--- config.mk ---
export PLATFORM = sky130hd
export DESIGN_NAME = frame_buffer_arbiter
export DESIGN_NICKNAME = d
export VERILOG_FILES = /design/src/rtl/frame_buffer_arbiter_pkg.sv /design/src/rtl/fb_addr_calc.sv /design/src/rtl/frame_buffer_arbiter.sv
export SDC_FILE = /design/constraint.sdc
export NUM_CORES = 1
export LEC_CHECK = 0
export BUFFER_PORTS_ARGS = -buffer_cell sky130_fd_sc_hd__clkbuf_2
export CAP_MARGIN = 15
export CORE_MARGIN = 1
export CORE_UTILIZATION = 56
export CTS_BUF_LIST = sky130_fd_sc_hd__clkbuf_8 sky130_fd_sc_hd__clkbuf_16
export DETAILED_ROUTE_END_ITERATION = 10
export PLACE_DENSITY = 0.82
export RECOVER_POWER = 100
export SLEW_MARGIN = 20
export SYNTH_ARGS = -nofsm -noshare
export SYNTH_HDL_FRONTEND = slang
export SYNTH_SLANG_ARGS = --single-unit
--- constraint.sdc ---
create_clock -name SynchClock -period 4.65 [get_ports SynchClock]
set_clock_uncertainty 0.15 [all_clocks]
set_input_delay 0.465 -clock SynchClock [delete_from_list [all_inputs] [get_ports SynchClock]]
set_output_delay 0.465 -clock SynchClock [all_outputs]
set_load 0.005 [all_outputs]
--- src/rtl/frame_buffer_arbiter_pkg.sv ---
// Shared types and geometry for the frame-buffer arbiter: cell grid, RAM widths,
// FSM and grant-source encodings, and the RAM request payload.
package frame_buffer_arbiter_pkg;

  localparam int unsigned CELLS_X  = 160;
  localparam int unsigned CELLS_Y  = 120;
  localparam int unsigned FB_DEPTH = CELLS_X * CELLS_Y;
  localparam int unsigned ADDR_W   = 15;
  localparam int unsigned COLOR_W  = 3;
  localparam int unsigned COORD_W  = 10;
  localparam int unsigned WR_ROW_W = 7;
  localparam int unsigned WR_COL_W = 8;

  typedef enum logic {
    IDLE  = 1'b0,
    CLEAR = 1'b1
  } fsm_state_t;

  typedef enum logic [1:0] {
    G_NONE = 2'd0,
    G_DISP = 2'd1,
    G_CLR  = 2'd2,
    G_WR   = 2'd3
  } grant_t;

  typedef struct packed {
    logic [ADDR_W-1:0]  addr;
    logic               we;
    logic [COLOR_W-1:0] wdata;
  } mem_req_t;

endpackage

--- src/rtl/fb_addr_calc.sv ---
// Cell (row, col) to linear frame-buffer address: row*160 + col via shift-add.
module fb_addr_calc
  import frame_buffer_arbiter_pkg::*;
(
  input  logic [COORD_W-1:0] i_row,
  input  logic [COORD_W-1:0] i_col,
  output logic [ADDR_W-1:0]  o_addr
);

  assign o_addr = ADDR_W'(18'({i_row, 7'b0}) + 18'({i_row, 5'b0}) + 18'(i_col));

endmodule

--- src/rtl/frame_buffer_arbiter.sv ---
// Arbitrates a single-port frame-buffer RAM between display scan-out, a
// clear-screen sequencer and a drawing writer; display always wins.
module frame_buffer_arbiter
  import frame_buffer_arbiter_pkg::*;
(
  input  logic               SynchClock,
  input  logic               Reset,
  input  logic               ActiveVideo,
  input  logic [9:0]         PixelRow,
  input  logic [9:0]         PixelCol,
  output logic               RedOut,
  output logic               GreenOut,
  output logic               BlueOut,
  output logic               PixelOn,
  input  logic               WrReq,
  input  logic [6:0]         WrRow,
  input  logic [7:0]         WrCol,
  input  logic [COLOR_W-1:0] WrData,
  output logic               WrAck,
  input  logic               ClearReq,
  input  logic [COLOR_W-1:0] ClearColor,
  output logic               Busy,
  output logic               ClearDone,
  output logic [ADDR_W-1:0]  MemAddr,
  output logic               MemWe,
  output logic [COLOR_W-1:0] MemWdata,
  input  logic [COLOR_W-1:0] MemRdata
);

  fsm_state_t         r_state;
  fsm_state_t         w_state_nxt;
  grant_t             w_grant;
  mem_req_t           w_mem;

  logic [ADDR_W-1:0]  w_disp_addr;
  logic [ADDR_W-1:0]  w_wr_addr;
  logic               w_disp_need;
  logic               w_wr_in_range;
  logic               w_clr_last;

  logic [ADDR_W-1:0]  r_last_addr;
  logic               r_last_valid;
  logic [ADDR_W-1:0]  r_clr_cnt;
  logic [COLOR_W-1:0] r_clr_color;
  logic [COLOR_W-1:0] r_color;
  logic               r_fetch_d;
  logic               r_av_d1;
  logic               r_av_d2;
  logic               r_wr_ack;
  logic               r_busy;
  logic               r_clear_done;

  fb_addr_calc u_disp_addr (
    .i_row  (PixelRow),
    .i_col  (PixelCol),
    .o_addr (w_disp_addr)
  );

  fb_addr_calc u_wr_addr (
    .i_row  (COORD_W'(WrRow)),
    .i_col  (COORD_W'(WrCol)),
    .o_addr (w_wr_addr)
  );

  assign w_disp_need   = ActiveVideo && (!r_last_valid || (w_disp_addr != r_last_addr));
  assign w_wr_in_range = (WrRow < WR_ROW_W'(CELLS_Y)) && (WrCol < WR_COL_W'(CELLS_X));
  assign w_clr_last    = (r_clr_cnt == ADDR_W'(FB_DEPTH - 1));

  // State register
  always_ff @(posedge SynchClock) begin
    if (!Reset) begin
      r_state <= IDLE;
    end else begin
      r_state <= w_state_nxt;
    end
  end

  // Next-state logic; the clear ends on the write to the last cell
  always_comb begin
    w_state_nxt = r_state;
    case (r_state)
      IDLE:    if (ClearReq) w_state_nxt = CLEAR;
      CLEAR:   if ((w_grant == G_CLR) && w_clr_last) w_state_nxt = IDLE;
      default: w_state_nxt = IDLE;
    endcase
  end

  // Slot grant and RAM request: display, then clear, then writer
  always_comb begin
    w_grant = G_NONE;
    w_mem   = '0;
    if (Reset) begin
      if (w_disp_need) begin
        w_grant    = G_DISP;
        w_mem.addr = w_disp_addr;
      end else if (r_state == CLEAR) begin
        w_grant     = G_CLR;
        w_mem.addr  = r_clr_cnt;
        w_mem.we    = 1'b1;
        w_mem.wdata = r_clr_color;
      end else if ((r_state == IDLE) && WrReq && !r_wr_ack) begin
        // Out-of-range requests are consumed without touching the RAM
        w_grant = G_WR;
        if (w_wr_in_range) begin
          w_mem.addr  = w_wr_addr;
          w_mem.we    = 1'b1;
          w_mem.wdata = WrData;
        end
      end
    end
  end

  assign MemAddr  = w_mem.addr;
  assign MemWe    = w_mem.we;
  assign MemWdata = w_mem.wdata;

  // Display fetch tracking and colour/pixel-enable pipeline
  always_ff @(posedge SynchClock) begin
    if (!Reset) begin
      r_last_addr  <= '0;
      r_last_valid <= 1'b0;
      r_fetch_d    <= 1'b0;
      r_color      <= '0;
      r_av_d1      <= 1'b0;
      r_av_d2      <= 1'b0;
    end else begin
      if (w_grant == G_DISP) begin
        r_last_addr  <= w_disp_addr;
        r_last_valid <= 1'b1;
      end else if (!ActiveVideo) begin
        r_last_valid <= 1'b0;
      end
      r_fetch_d <= (w_grant == G_DISP);
      if (r_fetch_d) r_color <= MemRdata;
      r_av_d1 <= ActiveVideo;
      r_av_d2 <= r_av_d1;
    end
  end

  // Writer handshake and clear sequencer bookkeeping
  always_ff @(posedge SynchClock) begin
    if (!Reset) begin
      r_wr_ack     <= 1'b0;
      r_clr_cnt    <= '0;
      r_clr_color  <= '0;
      r_busy       <= 1'b0;
      r_clear_done <= 1'b0;
    end else begin
      r_wr_ack <= (w_grant == G_WR);
      if ((r_state == IDLE) && ClearReq) begin
        r_clr_cnt   <= '0;
        r_clr_color <= ClearColor;
      end else if (w_grant == G_CLR) begin
        r_clr_cnt <= w_clr_last ? '0 : r_clr_cnt + ADDR_W'(1);
      end
      r_busy       <= (w_state_nxt == CLEAR);
      r_clear_done <= (w_grant == G_CLR) && w_clr_last;
    end
  end

  assign RedOut    = r_color[2];
  assign GreenOut  = r_color[1];
  assign BlueOut   = r_color[0];
  assign PixelOn   = r_av_d2;
  assign WrAck     = r_wr_ack;
  assign Busy      = r_busy;
  assign ClearDone = r_clear_done;

endmodule

* After elaboration in Yosys (flattened, before gate mapping)
Index checks and enable logic that the tools add are counted.
Storage, ports and cells: output and inout port bits 26, input bits 49, logic and storage cells 52, bits in registers 43
Cells by class: bitwise gates (word level) 2, mux-type cells 16, add/sub/neg operators 5, reduce and logical (&&, ||, !) cells 10, order comparisons 2, equal/unequal tests 6
Operators by type and width (number):
- 19-bit two-way mux | 4
- 15-bit two-way mux | 2
- 14-bit by 12-bit adder with 15-bit output | 1
- 15-bit by 1-bit adder with 15-bit output (second input constant) | 1
- 15-bit by 10-bit adder with 15-bit output | 1
- 15-bit adder | 1
- 15-bit by 8-bit adder with 15-bit output | 1
- 15-bit equality test (second input constant) | 1
- 15-bit inequality test | 1
- 8-bit < comparator (second input constant) | 1
- 2-bit two-way mux | 4
- 7-bit < comparator (second input constant) | 1
- 1-bit logical AND | 6
- 2-bit equality test (second input constant) | 2
- 1-bit two-way mux | 4
- 4-bit two-way mux | 1
- 2-bit by 1-bit equality test with 1-bit output (second input constant) | 1
- 1-bit logical NOT | 2
- 2-bit by 1-bit inequality test with 1-bit output (second input constant) | 1
- 1-bit inverter | 2
- 1-bit case mux with 2 select lines | 1
- 2-bit OR reduction | 1
- 1-bit logical OR | 1

* Depth between registers and ports, before layout
depth in word-level cells 11, gate-level depth with buffers 14, mapped depth without buffers 12

* By module
A second synthesis with hierarchy kept.
Second synthesis, totals: cells, all modules 351, area, all modules 3218.1 um^2
Modules (own cells, without submodules):
- frame_buffer_arbiter | cells an instance 229, seq. area each 860.8 um^2, instances 1, area each 2128.3 um^2
- fb_addr_calc at u_disp_addr | cells an instance 61, seq. area each 0.0 um^2, instances 1, area each 545.5 um^2
- fb_addr_calc at u_wr_addr | cells an instance 61, seq. area each 0.0 um^2, instances 1, area each 544.3 um^2

* Worst setup path before layout
Ideal clock, no wire load.
kind input-to-output, from input port PixelRow[0], to output port MemAddr[11], stages 14, data required time 4.035 ns, arrival 3.504 ns, setup slack 0.531 ns, path buffers 2, cells stage by stage inv_1 fa_1 inv_1 fa_1 a211o_1 o21ai_0 o221ai_1 a2111oi_4 o2111ai_1 nand2_1 clkbuf_1 buf_2 nand2_1 a21oi_1
Between the ends: cells in the longest elaborated chain, start to end 7
RTL lines:
- from (decl) | RTL line frame_buffer_arbiter.sv:9 | input logic [9:0] PixelRow,
- 15-bit adder (*) | RTL line fb_addr_calc.sv:10 | assign o_addr = ADDR_W'(18'({i_row, 7'b0}) + 18'({i_row, 5'b0}) + 18'(i_col));
- 15-bit by 10-bit adder with 15-bit output (*) | RTL line fb_addr_calc.sv:10
- 15-bit inequality test | RTL line frame_buffer_arbiter.sv:65 | assign w_disp_need = ActiveVideo && (!r_last_valid || (w_disp_addr != r_last_addr));
- 1-bit logical OR | RTL line frame_buffer_arbiter.sv:65
- 1-bit logical AND | RTL line frame_buffer_arbiter.sv:65
- 15-bit two-way mux (*) | RTL line frame_buffer_arbiter.sv:93 | if (w_disp_need) begin
- 19-bit two-way mux (*) | RTL line frame_buffer_arbiter.sv:92 | if (Reset) begin
- to (decl) | RTL line frame_buffer_arbiter.sv:24 | output logic [ADDR_W-1:0] MemAddr,
Mark *: on every way between the ends. The rest lies on a longest branch, timed or not.

* Worst setup path after layout
from input port PixelRow[0], to output port MemAddr[12]
Between the ends: cells in the longest elaborated chain, start to end 7
RTL lines:
- 15-bit adder | RTL line fb_addr_calc.sv:10
- 15-bit by 10-bit adder with 15-bit output | RTL line fb_addr_calc.sv:10
- via u_disp_addr.o_addr[7] | RTL line fb_addr_calc.sv:7 | output logic [ADDR_W-1:0] o_addr
- 15-bit inequality test | RTL line frame_buffer_arbiter.sv:65
- 1-bit logical OR | RTL line frame_buffer_arbiter.sv:65
- 1-bit logical AND | RTL line frame_buffer_arbiter.sv:65
- 15-bit two-way mux | RTL line frame_buffer_arbiter.sv:93
- 19-bit two-way mux | RTL line frame_buffer_arbiter.sv:92
The timed path passes the listed nets, and every way through them passes these cells.

==> metrics list <==
- Netlist cell types: 58
- In this design, the stage delay of the slowest critical-path cell is around 600 ps.
- Worst Tran Pin Value: 1140 ps
- Global-route wire length before repair: 14.5 mm
* Largest net degree at the start of global routing: 36
- Deepest clock path buffer count: 2
* RSZ-0062 raised after global routing: yes
- CP Buf/Inv Count: 5
* Commonest cells after routing, fill and taps aside: clkbuf_2 (67), nand2_1 (55), nor2_1 (47)
* Seq/Total Area, Yosys: 24.7%
- Dividing total power by cell area gives a power density of 286 nW/µm².
- The setup check on the worst reg-to-reg path leaves a slack of between 1500 and 2000 ps.
* Clock sink total: 43
- Antenna diode count: 0
- In this run the static leakage power is 1.69 nW.
- The worst register-to-register path begins at r_last_addr[11].
* Setup violators final: 0
- In the final design database the tool counted 587 nets.
- # fillers: 500
- Biggest area contributors in the synthesized netlist: dfxtp_1 (25%), ha_1 (10%), xnor2_1 (6.0%)
* R2r endpoint: r_clr_cnt[10]
* Clock transition at the register clock pins on the worst setup and hold paths after CTS: 90 ps
- Antenna violations before repair: 0
- The die is 80.9 µm wide.
- Counting flops and latches in the post-synthesis netlist gives 43.
- Average size of a mapped cell: 8.00 µm²
- Via count: 3481
- Biggest area consumer among synthesized cells: dfxtp_1
* Vias per Instance: ~6
- Number of setup buffers added after CTS: 0
- Max Fanout on Critical Path: 10
* Root buffer selected by CTS: clkbuf_8
- Most common cell after layout, fill and taps aside: clkbuf_2
- Max cap viols: 0
* Multi-input gate area: 2460 µm²
* Worst-skew pair later-pin latency: 310 ps
- Final design instance area without fill: 4060 µm²
- In this run, CTS created clock tree buffers numbering 5.
* CP endpoint kind: output port
- Outcome: finished clean
- Post-Route WL: between 9 and 10 mm
* GR Overflow Total: 0
- Cells with a size suffix above 1 make up 19.6% of the layout.
- Final Max Slew Viols: 0
- Boundary pin count: 75
- The critical path goes through clkbuf_2, inv_1, fa_1, inv_1, fa_1, xnor2_1, nand4_1, or4_1, nor4_4, o2111ai_2, nand2_1, buf_4, nor2_1, a311oi_2, clkbuf_2.
- Synthesis produced ~440 cells.
- During placement, the flow inserted port buffers numbering 74.
- The first routing iteration left 285 violations.
* Final Hold Violating Endpoints: 0
- After detailed routing, the average wire length per cell comes to 15.6 µm.
* Max H-tree Level: 2
- Yosys warning count: 0
* Hold_buf cts: 0
* Routability-driven placement congestion ratio: 0.916
- Period utilisation layout: a little over nine tenths
* Number of iterations in the first detailed-routing pass: 5
- Registers take 861 µm².
* Placeable core region: 5960 µm²
- The largest individual stage delay along the critical path comes from the cell fa_1.
- Starting utilization of the core area: between 50% and 60%
* Timing startpoint of the critical path: PixelRow[0]
- Counting cells, the worst reg-to-reg path comes to 8.
- Antenna-violating nets left: 0
- WP data arrival: a little under 4000 ps
- Number of global-route vias before repair: 3150
* Worst slew margin relative to its limit: 24.2%
- Yosys mapped a number of flops with a built-in enable equal to 0.
* Netlist area before placement: 3490 µm²
- # resized after CTS: 0
* Worst setup SP type: input pin
- Worst path top cell family by delay: adder cells
- The die is 80.9 µm tall.
- Number of standard cells in the layout, taps in and fillers out: 580
* Overall routing resource usage: 28.7%
- The worst-case IR drop observed on VDD is around 0.18 mV.
- Type of the worst setup path: input pin to output port
* Path length in cells of the critical path: 15
- Static timing analysis puts the maximum clock frequency at 222 MHz.
- Worst setup path end: MemAddr[12]
* Final HPWL from detailed placement: 7.04 mm
- Die area: 6550 µm²
- The initialized floorplan defines 28 standard-cell rows.
* Synthesized net count: around 520
- For this run, design rule violations remaining after detail routing come to 0.
- Final Total Pwr: 1.16 mW
* CP required: approximately 4000 ps
* Most common flop cell mapped by yosys: dfxtp_1
- Placed cell area: 3910 µm²
- Clock period minus worst slack: approximately 4500 ps
- CTS tree: yes
* Number of placed cells counting well taps: between 500 and 600
* Classification of the worst-slack hold path: input pin to flop
* Core Util, Final: roughly two thirds
- Fraction of synthesis flops using an asynchronous set or reset pin: 0%
- From synthesis to final layout, the design area changed by 16.2%.
* Fraction of synthesized cell area taken by the top area cell type: 24.7%
## metal layers
metal	wire [µm]	global-route usage, %	vias up
li1	-	-	1698
met1	4040	38.4	1604
met2	4240	46.8	167
met3	635	4.27	12
met4	128	10.0	0
met5	0	0	-
## synth_stat cells (5+ instances only)
library cell	count
fa_1	6
nor3_1	6
xnor2_1	24
dfxtp_1	43
a22o_1	10
nand2_1	55
nand3_1	15
nand4_1	5
nor2_1	47
and2_1	6
clkbuf_1	15
a211oi_1	6
a21oi_1	39
xor2_1	6
and3_1	6
o21ai_0	13
ha_1	28
inv_1	20
mux2i_1	10
## power by group
part           total (mW)  switching [mW]  internal, mW
clock               0.323           0.146         0.177
sequential          0.405          0.0176         0.387
combinational       0.434           0.248         0.185
total                1.16           0.412         0.749
## logic make-up (layout without fill, tap and decap cells)
logic type                 after synthesis  after routing  share of synthesized area (%)
buffers and inverters                   45            114                           5.95
and+or+nand+nor                        159            159                           21.0
AOI/OAI and AO/OA                      112            112                           22.8
DFF                                     43             43                           24.7
muxes                                   11             11                           3.19
xor gates and xnor gates                32             32                           8.82
adders and majority gates               34             34                           13.5
## tightest hold or removal path, stage by stage
cell	delay, ps
clkbuf_2	90
nand2_1	50
nor2_1	40
## through the flow
stage / setup TNS [ps] / setup WS, ps / hold slack (ps)
after global placement: 0 / 202 / 277
final: 0 / 151 / 224
after CTS: 0 / 108 / 224
after floorplan: 0 / 531 / 262
after detailed placement: 0 / 169 / 275
after global routing: -73.4 / -52.9 / 251
## cell type report
type                       instances  share of cell area, %
clock buffer                       6                   2.04
sequential                        43                   21.2
timing repair buffer              85                   10.9
multi-input combinational        348                   60.7
clock inverter                     2                  0.956
tap                               75                   2.31
inverter                          21                   1.94
## registers in the layout, indices dropped and copies added (netlist names), 3 cells and up
register	cells
r_clr_cnt	15
r_last_addr	15
r_clr_color	3
r_color	3
## worst min-delay path by stage
stage	slack, ps	start	depth (start not counted)	end
after floorplan	260	r_av_d1	1	PixelOn
after global placement	280	r_av_d1	1	PixelOn
after detailed placement	270	r_av_d1	1	PixelOn
after CTS	220	WrReq	3	WrAck
after global routing	250	MemRdata[2]	3	r_color[2]
final	220	WrReq	3	WrAck
Note: power is estimated with default switching activity, not from simulation.
